### src/rtl/ps2_rx_fifo_if.sv
// Read-side handshake of the PS/2 receive FIFO: head scan code plus valid/ready.
// master = FIFO (drives the head), slave = consumer (drives rd_ready).
interface ps2_rx_fifo_if;
  logic       rd_valid;
  logic       rd_ready;
  logic [7:0] rd_data;
  logic       rd_ext;
  logic       rd_brk;

  modport master (output rd_valid, output rd_data, output rd_ext, output rd_brk, input rd_ready);
  modport slave  (input rd_valid, input rd_data, input rd_ext, input rd_brk, output rd_ready);
endinterface

### src/rtl/ps2_rx_fifo.sv
// PS/2 device-to-host receiver: synchronise, deframe, check, buffer scan codes in a FIFO.
// Define PS2_BREAK_DECODE_EN to fold E0/F0 prefixes into ext/brk flags on the entries.
//
// state  | meaning
// S_IDLE | waiting for a ps2_clk fall with data low (start bit)
// S_RECV | shifting bits 1..10 in; timeout timer running between falls
module ps2_rx_fifo #(
  parameter int FIFO_DEPTH  = 8,
  parameter int SYNC_STAGES = 2,
  parameter int TIMEOUT_CYC = 50000,
  parameter int CNT_W       = 8
) (
  input  logic                          clk,
  input  logic                          rst,
  input  logic                          ps2_clk,
  input  logic                          ps2_data,
  ps2_rx_fifo_if.master                 rd,
  output logic [$clog2(FIFO_DEPTH):0]   fifo_count,
  output logic                          overflow,
  output logic                          parity_err,
  output logic                          frame_err,
  input  logic                          clr_err,
  output logic [CNT_W-1:0]              byte_cnt
);

  localparam int AW    = $clog2(FIFO_DEPTH);
  localparam int TMR_W = $clog2(TIMEOUT_CYC + 1);
`ifdef PS2_BREAK_DECODE_EN
  localparam int ENTRY_W = 10;
`else
  localparam int ENTRY_W = 8;
`endif

  typedef enum logic {S_IDLE, S_RECV} state_t;

  logic [SYNC_STAGES-1:0] clk_sync, data_sync;
  logic                   clk_prev;
  logic                   fall, bit_in;

  state_t             state_q, state_d;
  logic [3:0]         bit_idx;
  logic [7:0]         shreg;
  logic               par_q;
  logic [TMR_W-1:0]   tmr_q;
  logic               frame_done, tmo;
  logic               byte_ok, par_set, frm_set, err_any;

  logic               push_req, do_push, pop, full, empty, ovf_set;
  logic [ENTRY_W-1:0] push_entry;
  logic [ENTRY_W-1:0] mem [FIFO_DEPTH];
  logic [AW-1:0]      wr_ptr, rd_ptr;

  // Reset to 1 so the idle-high lines never look like a fall coming out of reset.
  always_ff @(posedge clk or posedge rst) begin
    if (rst) begin
      clk_sync  <= '1;
      data_sync <= '1;
      clk_prev  <= 1'b1;
    end else begin
      clk_sync  <= {clk_sync[SYNC_STAGES-2:0], ps2_clk};
      data_sync <= {data_sync[SYNC_STAGES-2:0], ps2_data};
      clk_prev  <= clk_sync[SYNC_STAGES-1];
    end
  end

  assign fall   = clk_prev & ~clk_sync[SYNC_STAGES-1];
  assign bit_in = data_sync[SYNC_STAGES-1];

  always_ff @(posedge clk or posedge rst) begin
    if (rst) state_q <= S_IDLE;
    else     state_q <= state_d;
  end

  always_comb begin
    state_d    = state_q;
    frame_done = 1'b0;
    tmo        = 1'b0;
    case (state_q)
      S_IDLE: if (fall && !bit_in) state_d = S_RECV;
      S_RECV: begin
        if (fall && bit_idx == 4'd10) begin
          state_d    = S_IDLE;
          frame_done = 1'b1;
        end else if (!fall && tmr_q == '0) begin
          state_d = S_IDLE;
          tmo     = 1'b1;
        end
      end
      default: state_d = S_IDLE;
    endcase
  end

  // Timer is a down-counter reloaded on every fall; terminal count means the frame stalled.
  always_ff @(posedge clk or posedge rst) begin
    if (rst) begin
      bit_idx <= '0;
      shreg   <= '0;
      par_q   <= 1'b0;
      tmr_q   <= '0;
    end else if (state_q == S_IDLE) begin
      if (fall && !bit_in) begin
        bit_idx <= 4'd1;
        tmr_q   <= TMR_W'(TIMEOUT_CYC - 1);
      end
    end else if (fall) begin
      bit_idx <= bit_idx + 4'd1;
      tmr_q   <= TMR_W'(TIMEOUT_CYC - 1);
      if (bit_idx <= 4'd8) shreg <= {bit_in, shreg[7:1]};
      if (bit_idx == 4'd9) par_q <= bit_in;
    end else if (tmr_q != '0) begin
      tmr_q <= tmr_q - 1'b1;
    end
  end

  assign par_set = frame_done & ~(^{shreg, par_q});
  assign frm_set = (frame_done & ~bit_in) | tmo;
  assign err_any = par_set | frm_set;
  assign byte_ok = frame_done & (^{shreg, par_q}) & bit_in;

`ifdef PS2_BREAK_DECODE_EN
  logic pend_ext, pend_brk, is_e0, is_f0;

  assign is_e0      = (shreg == 8'hE0);
  assign is_f0      = (shreg == 8'hF0);
  assign push_req   = byte_ok & ~is_e0 & ~is_f0;
  assign push_entry = {pend_ext, pend_brk, shreg};

  always_ff @(posedge clk or posedge rst) begin
    if (rst) begin
      pend_ext <= 1'b0;
      pend_brk <= 1'b0;
    end else if (err_any) begin
      pend_ext <= 1'b0;
      pend_brk <= 1'b0;
    end else if (byte_ok) begin
      if (is_e0)      pend_ext <= 1'b1;
      else if (is_f0) pend_brk <= 1'b1;
      else begin
        pend_ext <= 1'b0;
        pend_brk <= 1'b0;
      end
    end
  end

  assign rd.rd_ext = ~empty & mem[rd_ptr][9];
  assign rd.rd_brk = ~empty & mem[rd_ptr][8];
`else
  assign push_req   = byte_ok;
  assign push_entry = shreg;
  assign rd.rd_ext  = 1'b0;
  assign rd.rd_brk  = 1'b0;
`endif

  assign empty   = (fifo_count == '0);
  assign full    = (fifo_count == (AW+1)'(FIFO_DEPTH));
  assign pop     = rd.rd_ready & ~empty;
  assign do_push = push_req & (~full | pop);
  assign ovf_set = push_req & full & ~pop;

  assign rd.rd_valid = ~empty;
  assign rd.rd_data  = empty ? 8'h00 : mem[rd_ptr][7:0];

  always_ff @(posedge clk) begin
    if (do_push) mem[wr_ptr] <= push_entry;
  end

  always_ff @(posedge clk or posedge rst) begin
    if (rst) begin
      wr_ptr     <= '0;
      rd_ptr     <= '0;
      fifo_count <= '0;
      byte_cnt   <= '0;
    end else begin
      if (do_push) begin
        wr_ptr   <= wr_ptr + 1'b1;
        byte_cnt <= byte_cnt + 1'b1;
      end
      if (pop) rd_ptr <= rd_ptr + 1'b1;
      if (do_push && !pop)      fifo_count <= fifo_count + 1'b1;
      else if (!do_push && pop) fifo_count <= fifo_count - 1'b1;
    end
  end

  // A set event in the same cycle as clr_err wins.
  always_ff @(posedge clk or posedge rst) begin
    if (rst) begin
      overflow   <= 1'b0;
      parity_err <= 1'b0;
      frame_err  <= 1'b0;
    end else begin
      if (ovf_set)      overflow <= 1'b1;
      else if (clr_err) overflow <= 1'b0;
      if (par_set)      parity_err <= 1'b1;
      else if (clr_err) parity_err <= 1'b0;
      if (frm_set)      frame_err <= 1'b1;
      else if (clr_err) frame_err <= 1'b0;
    end
  end

endmodule
### src/flat_wrapper.sv
// flat-port wrapper written by rule: the top's interface ports become plain ports
module ps2_rx_fifo_flat 
#(
  parameter int FIFO_DEPTH  = 8,
  parameter int SYNC_STAGES = 2,
  parameter int TIMEOUT_CYC = 50000,
  parameter int CNT_W       = 8
)
  (clk, rst, ps2_clk, ps2_data, fifo_count, overflow, parity_err, frame_err, clr_err, byte_cnt, rd_rd_valid, rd_rd_data, rd_rd_ext, rd_rd_brk, rd_rd_ready);
  ps2_rx_fifo_if rd_i ();
  input  logic clk;
  input  logic rst;
  input  logic ps2_clk;
  input  logic ps2_data;
  output logic [$clog2(FIFO_DEPTH):0] fifo_count;
  output logic overflow;
  output logic parity_err;
  output logic frame_err;
  input  logic clr_err;
  output logic [CNT_W-1:0] byte_cnt;
  output wire logic [$bits(rd_i.rd_valid)-1:0] rd_rd_valid;
  output wire logic [$bits(rd_i.rd_data)-1:0] rd_rd_data;
  output wire logic [$bits(rd_i.rd_ext)-1:0] rd_rd_ext;
  output wire logic [$bits(rd_i.rd_brk)-1:0] rd_rd_brk;
  input wire logic [$bits(rd_i.rd_ready)-1:0] rd_rd_ready;
  assign rd_rd_valid = rd_i.rd_valid;
  assign rd_rd_data = rd_i.rd_data;
  assign rd_rd_ext = rd_i.rd_ext;
  assign rd_rd_brk = rd_i.rd_brk;
  assign rd_i.rd_ready = rd_rd_ready;
  ps2_rx_fifo #(.FIFO_DEPTH(FIFO_DEPTH), .SYNC_STAGES(SYNC_STAGES), .TIMEOUT_CYC(TIMEOUT_CYC), .CNT_W(CNT_W)) u_core (.clk(clk), .rst(rst), .ps2_clk(ps2_clk), .ps2_data(ps2_data), .rd(rd_i), .fifo_count(fifo_count), .overflow(overflow), .parity_err(parity_err), .frame_err(frame_err), .clr_err(clr_err), .byte_cnt(byte_cnt));
endmodule
### config.mk
export PLATFORM = sky130hd
export DESIGN_NAME = ps2_rx_fifo_flat
export DESIGN_NICKNAME = d
export VERILOG_FILES = /design/src/rtl/ps2_rx_fifo_if.sv /design/src/rtl/ps2_rx_fifo.sv /design/src/flat_wrapper.sv
export SDC_FILE = /design/constraint.sdc
export NUM_CORES = 1
export LEC_CHECK = 0
export CORE_MARGIN = 2
export CORE_UTILIZATION = 55
export CTS_CLUSTER_DIAMETER = 60
export DETAILED_ROUTE_END_ITERATION = 12
export PLACE_DENSITY = 0.76
export SETUP_SLACK_MARGIN = 0.2
export SLEW_MARGIN = 0
export SYNTH_ARGS = -nofsm -noshare
export SYNTH_HDL_FRONTEND = slang
export SYNTH_SLANG_ARGS = --single-unit
### constraint.sdc
create_clock -name clk -period 3.3 [get_ports clk]
set_clock_uncertainty 0.1 [all_clocks]
set_input_delay 0.33 -clock clk [delete_from_list [all_inputs] [get_ports clk]]
set_output_delay 0.33 -clock clk [all_outputs]
set_load 0.01 [all_outputs]
==> key figures, run 1 <==
Die
  – Die Wd: 102.8 µm
  – Die height: 102.8 µm
  – Io pins: 32
  – Core area: 9639 µm²
  – Die area: 10,570 µm²
  – Starting density of the core: 55.72%
  – # rows: 36

Setup path
  – Type of origin of the critical path: flop
  – Crit path required time: 2.87 ns
  – Critical path's top delay family: flip-flops
  – Crit Path Category: reg2out
  – Worst-path fanout max: 18
  – Worst setup EP type: primary output
  – CP cell instances: mux4_2, mux2i_1, nor2_1, clkdlybuf4s50_1
  – Critical path's slowest cell: dfrtp_1
  – CP peak stage delay: a little under 0.9 ns
  – Worst Path Arrival: 2.57 ns
  – Number of buffers and inverters on the critical path: 1

Power and ir drop
  – Power per cell area: 829.2 nW/µm²
  – Power Total: around 5.3 mW
  – Leak: 2.461 nW
  – Maximum VDD drop: 0.4399 mV

Routing
  – Vias: 3,161
  – Drt wl/cell: 18.77 µm
  – Antenna-violating nets left: 0
  – DRT Pass-1 Iters: 4
  – Number of vias per cell: 5.645
  – Iter 0 DRT Violations: 142
  – Drt total wl: 10,510 µm
  – DR DRC count: 0

Clocking
  – Max clock buf depth: 2
  – CTS sink count: between 100 and 150
  – Hold buffers post-CTS: 0
  – Inserted Clock Buffers: 17
  – CTS tree: done
  – Clock Latency Late Sink: 0.52 ns
  – H-tree depth: 4
  – Register clock-pin slew on the reported worst setup and hold paths: 0.06 ns
  – Clk root buf: clkbuf_8

Cells and area
  – Post-route design area: between 6000 and 7000 µm²
  – Share of cells above drive strength 1: between 20 and 25%
  – Synth-to-Final Area Change: 20.03%
  – Final core occ: 66.89%
  – Final std cells w/o fill: 560
  – Antenna cells: 0
  – Reg area: between 3000 and 4000 µm²
  – NumNets Final: 433
  – Fill count: around 690
  – Multi-input gate area: about 1900 µm²

Yosys
  – Gate Count Post-Synth: 363
  – Synth top area cells: edfxtp_1, dfrtp_1, mux4_2, xnor2_1, ha_1
  – Top-area cell type share of the netlist area: 35.78%
  – Post-synth top area cell: edfxtp_1
  – Seq/Total Area, Yosys: 61.98%
  – Post-synth EDFFs: 64
  – Mapped Area: 5371 µm²
  – Yosys warns: 0
  – Synth async-reset ratio: 46.67%
  – Most common cell in the netlist: edfxtp_1
  – Average size of a mapped cell: 14.80 µm²
  – Yosys cell types: 56
  – Post-synth top flop: edfxtp_1
  – Flops & latches, synth: 120
  – Synth top cells by count: edfxtp_1, dfrtp_1, nor2_1, xnor2_1, mux4_2

Placement
  – Pre-CTS setup slack: approximately 0.39 ns
  – Dpl cells: around 530
  – DP HPWL: about 6900 µm
  – I/O Buffers: 29
  – Placed Area: between 5000 and 6000 µm²
  – Routability cong.: 0.8424

Timing
  – Final setup vio count: 0
  – Final Critical Period: 3.000 ns
  – Max-slew headroom: 44.84%
  – Achievable Freq: 333.3 MHz
  – Hold_ws: 0.07823 ns
  – Final WS setup: 0.2999 ns
  – Final Hold Viols: 0
  – RSZ-0062 raised after global routing: false
  – Max Slew Vio Count: 0
  – Post-route setup TNS: 0 ns
  – Worst-Margin Slew: 0.8275 ns
  – Ratio of final minimum period to clock period: around 90%

Worst hold path
  – Hold crit path type: in2async

Global routing
  – Met2 usage: 36.30%
  – Maximum number of pins on one net before global-route repair: 26
  – Global-route wire length before repair: 16,550 µm
  – Grt met3 use: 4.746%
  – Total Routing Usage GR: 21.71%
  – Met1 Use GR: 26.95%
  – Layer with the highest usage: met2
  – Vias in the first global route: around 3,200
  – Antenna violations before repair: 0
  – Global route total overflow: 0

Run
  – MaxCap Viol Count: 0

Outcome
  – Status: finished, final reports clean
==> metal layers <==
layer	share of wire (%)	routed length, µm
met1	42	4438
met2	51	5412
met3	3.4	354
met4	2.9	306
met5	0	0
==> worst reg2reg max path: stages (launching register included) <==
cell and delay, ns:
dfrtp_2 0.48, xnor2_2 0.17, xnor3_1 0.44, xnor2_2 0.21, nand2_2 0.08, inv_1 0.06
ha_1 0.18, inv_1 0.09, ha_1 0.29, a21o_1 0.17, a21oi_1 0.17, xnor2_1 0.15
nor2_1 0.07, xor2_1 0.14
==> worst paths after layout <==
check / startpoint / to / slack (ns) / depth (start not counted)
worst min-delay path: rst / u_core.byte_cnt[5] / 0.08 / 2
worst max register to register: u_core.push_entry[5] / u_core.fifo_count[3] / 0.37 / 13
min in group clk: ps2_data / u_core.data_sync[0] / 0.11 / 1
worst max-delay path: u_core.rd_ptr[1] / rd_rd_data[7] / 0.30 / 4
max in group asynchronous: rst / u_core.clk_sync[0] / 2.30 / 3
worst min register to register: u_core.clk_sync[1] / u_core.clk_prev / 0.28 / 0
==> cells by family after synthesis <==
| group | Yosys count | share of synthesized area, % |
|---|---|---|
| other | 1 | 0.06981 |
| buffers and inverters | 27 | 2.632 |
| muxes | 38 | 11.11 |
| xor gates and xnor gates | 30 | 5.427 |
| adders and majority gates | 13 | 3.168 |
| AOI/OAI and AO/OA | 37 | 5.428 |
| and+or+nand+nor | 97 | 10.18 |
| DFF | 120 | 61.98 |
==> final cells by class <==
class,count,share of cell area (%)
clock buffer,17,6.423
clock inverter,15,2.368
inverter,13,0.7568
tap,133,2.581
multi-input combinational,217,29.77
sequential,120,51.74
timing repair buffer,45,6.365
==> what timing repair did <==
item,4_1_cts,5_1_grt
resized for setup,0,7
buffers inserted,0,0
setup endpoints to repair,0,1
==> cells in the final DEF, fill, tap and decap left out, types with 3 or more instances in the layout <==
cell	Yosys	layout
clkinvlp_4	0	4
dfstp_2	5	5
o21ai_0	7	7
dfrtp_1	51	46
mux4_2	16	16
xnor2_1	25	23
xnor2_2	2	4
clkbuf_16	0	16
clkdlybuf4s50_1	0	29
nand3b_1	3	3
nor3_1	11	11
clkinv_4	0	3
mux2i_1	9	9
and2_1	4	4
a21oi_1	6	6
inv_1	13	12
buf_4	5	16
nor2_1	26	26
nand4_1	6	6
clkinv_2	0	3
a31oi_1	3	3
a21oi_2	3	3
mux2_2	13	13
nand2_1	13	13
ha_1	12	12
and3_1	5	5
nand3_1	8	8
edfxtp_1	64	64
nor4b_1	3	3
dfrtp_2	0	5
a211oi_1	5	5
==> registers in the layout (all words and copies together), names as in the netlist <==
register,cells
u_core.tmr_q,16
u_core.data_sync,2
u_core.wr_ptr,3
u_core.fifo_count,4
u_core.byte_cnt,8
u_core.overflow,1
u_core.clk_sync,2
u_core.frame_err,1
u_core.clk_prev,1
u_core.parity_err,1
u_core.par_q,1
u_core.state_q,1
u_core.bit_idx,4
u_core.push_entry,8
u_core.mem,64
u_core.rd_ptr,3
==> power breakdown <==
| group | internal (mW) | switching [mW] |
|---|---|---|
| registers | 1.81 | 0.318 |
| clock network | 1.07 | 0.670 |
| logic | 0.819 | 0.657 |
Note: power is estimated with default switching activity, not from simulation.
==> inputs of run 2 (changes only) <==
--- a/config.mk
+++ b/config.mk
@@ -9,7 +9,8 @@
 export CORE_UTILIZATION = 55
 export CTS_CLUSTER_DIAMETER = 60
 export DETAILED_ROUTE_END_ITERATION = 12
-export PLACE_DENSITY = 0.76
+export DONT_BUFFER_PORTS = 1
+export PLACE_DENSITY = 0.71
 export SETUP_SLACK_MARGIN = 0.2
 export SLEW_MARGIN = 0
 export SYNTH_ARGS = -nofsm -noshare
==> run 2 against run 1 <==
Clock power rose by 9%. Sequential power barely moved. Die area did not move. Combinational power fell by 20%. Largest power group unchanged. Maximum frequency rose by 4.1%. Register-to-register slack improved by 0.05 ns.
==> key figures, run 2 (synthesis gave the netlist of run 1 again) <==
Routing
  – Drt wl/cell: 18.41 µm (-1.9%)
  – Drt total wl: 9832 µm (-6.5%)
  – DR DRC count: 0 (unchanged)
  – Iter 0 DRT Violations: 219 (+54%)
  – DRT Pass-1 Iters: 4 (unchanged)
  – Vias: 3,004 (-5.0%)
  – Antenna-violating nets left: 0 (unchanged)
  – Number of vias per cell: 5.625 (-0.34%)

Placement
  – Routability cong.: 0.8031 (-4.7%)
  – Dpl cells: 497 (-5.9%)
  – I/O Buffers: 0 (-100%)
  – DP HPWL: 6441 µm (-6.6%)
  – Placed Area: 5560 µm² (-5.1%)

Global routing
  – Global route total overflow: 0 (unchanged)
  – Antenna violations before repair: 0 (unchanged)
  – Vias in the first global route: 3,036 (-4.9%)
  – Maximum number of pins on one net before global-route repair: 36 (+38%)
  – Total Routing Usage GR: 20.41% (-1.3 points)
  – Global-route wire length before repair: 15,610 µm (-5.7%)

Clocking
  – CTS tree: done
  – Clk root buf: clkbuf_8
  – Max clock buf depth: 2 (unchanged)
  – H-tree depth: 4 (unchanged)
  – Inserted Clock Buffers: 17 (unchanged)
  – CTS sink count: 120 (unchanged)
  – Clock Latency Late Sink: 0.52 ns (about the same)
  – Register clock-pin slew on the reported worst setup and hold paths: 0.06 ns (about the same)

Setup path
  – Number of buffers and inverters on the critical path: 2 (+1)
  – Type of origin of the critical path: flop
  – CP peak stage delay: 0.48 ns (-0.40 ns)
  – Worst-path fanout max: 11 (-7)
  – Worst setup EP type: flop
  – Critical path's slowest cell: dfrtp_2
  – CP cell instances: xnor2_1, xnor3_1, xnor2_2, nand2_2, inv_1, ha_1, inv_1, ha_1, a21o_1, a21oi_1, xnor2_1, nor2_1, xor2_1
  – Crit Path Category: reg2reg
  – Worst Path Arrival: 3.17 ns (+0.60 ns)
  – Crit path required time: 3.59 ns (+0.72 ns)
  – Critical path's top delay family: XOR/XNOR gates

Power and ir drop
  – Leak: 2.395 nW (-2.7%)
  – Maximum VDD drop: 0.5070 mV (+15%)
  – Power per cell area: 841.7 nW/µm² (+1.5%)

Cells and area
  – Highest-count cells in the layout ignoring fill and taps: edfxtp_1, dfrtp_1, nor2_1, xnor2_1
  – NumNets Final: 407 (-6.0%)
  – Final std cells w/o fill: 534 (-4.6%)
  – Share of cells above drive strength 1: 24.69% (+0.098 points)
  – Post-route design area: 6227 µm² (-3.4%)
  – Commonest non-fill, non-tap cell in the layout: edfxtp_1
  – Synth-to-Final Area Change: 15.93%
  – Most flops, register: u_core.mem
  – Antenna cells: 0 (unchanged)
  – Top flop regs: u_core.mem (64), u_core.tmr_q (16)
  – Largest register FFs: 64 (unchanged)

Timing
  – Final Hold Viols: 0 (unchanged)
  – Worst-Margin Slew: 0.7861 ns (-0.04133 ns)
  – Post-route setup TNS: 0 ns (unchanged)
  – Achievable Freq: 347.1 MHz (+4.1%)
  – Ratio of final minimum period to clock period: 87.31% (-3.6 points)
  – Max-slew headroom: 47.59% (+2.8 points)
  – Final setup vio count: 0 (unchanged)
  – RSZ-0062 raised after global routing: false
  – Hold_ws: 0.2551 ns (+0.1769 ns)
  – Final Critical Period: 2.881 ns (-0.1188 ns)
  – Max Slew Vio Count: 0 (unchanged)

Die
  – Die area: 10,570 µm² (unchanged)
  – Io pins: 32 (unchanged)
  – Die height: 102.8 µm (unchanged)
  – Die Wd: 102.8 µm (unchanged)
  – # rows: 36 (unchanged)
  – Starting density of the core: 55.72% (unchanged)
  – Core area: 9639 µm² (unchanged)

Outcome
  – Status: finished, final reports clean

Worst hold path
  – Hold crit path type: reg2reg

Run
  – MaxCap Viol Count: 0 (unchanged)
[run 2: path summary, 6_finish.rpt]
path / from / depth (start not counted) / end / slack [ns]
worst min register to register: u_core.clk_sync[0] / 0 / u_core.clk_sync[1] / 0.26
worst max-delay path: u_core.push_entry[4] / 13 / u_core.fifo_count[3] / 0.42
min in group asynchronous: rst / 2 / u_core.bit_idx[1] / 0.31
worst max register to register: u_core.push_entry[4] / 13 / u_core.fifo_count[3] / 0.42
max in group asynchronous: rst / 3 / u_core.push_entry[4] / 1.98
worst min-delay path: u_core.clk_sync[0] / 0 / u_core.clk_sync[1] / 0.26
[run 2: power by group]
part           total [mW]  internal (mW)  switching, mW
clock network        1.89           1.23          0.664
logic                1.19          0.610          0.581
registers            2.16           1.81          0.353
[run 2: repair_timing]
| item | CTS | global route |
|---|---|---|
| hold buffers | 5 | 0 |
| resized for setup | 0 | 2 |
| setup buffers | 0 | 0 |
| setup endpoints to repair | 0 | 1 |
| hold endpoints to repair | 37 | 0 |
[run 2: area by class of cell]
cell class | count | area, µm²
fillers | 720 | 3412
flip-flops and latches | 120 | 3332
multi-input cells | 217 | 1911
clock buffers | 17 | 414.1
clock inverters | 15 | 200.2
well taps | 133 | 166.4
repair buffers | 19 | 155.1
inverters | 13 | 48.80
[run 2: routing by layer]
metal | track usage [%] | routed length (µm) | up-vias
li1 | - | - | 1413
met3 | 6.305 | 411 | 8
met5 | 0 | 0 | -
met1 | 26.45 | 4305 | 1521
met2 | 33.38 | 5030 | 62
met4 | 6.478 | 84 | 0
[run 2: per-stage QoR]
step / worst slack (ns) / power (mW) / utilization, %
2_1_floorplan: 0.4127 / 3.086 / -
3_5_place_dp: 0.3552 / 3.383 / 57.68
3_3_place_gp: 0.4435 / 3.349 / 57.68
4_1_cts: 0.3335 / 5.295 / 64.58
5_1_grt: 0.2012 / 5.506 / 64.60
6_report: 0.4187 / 5.241 / 64.60
==> inputs of run 3 (changes only) <==
--- a/config.mk
+++ b/config.mk
@@ -7,7 +7,7 @@
 export LEC_CHECK = 0
 export CORE_MARGIN = 2
 export CORE_UTILIZATION = 55
-export CTS_CLUSTER_DIAMETER = 60
+export CTS_CLUSTER_DIAMETER = 120
 export DETAILED_ROUTE_END_ITERATION = 12
 export DONT_BUFFER_PORTS = 1
 export PLACE_DENSITY = 0.71
==> results of run 3 <==
Final layout, timing and power as in run 2 (identical DEF).
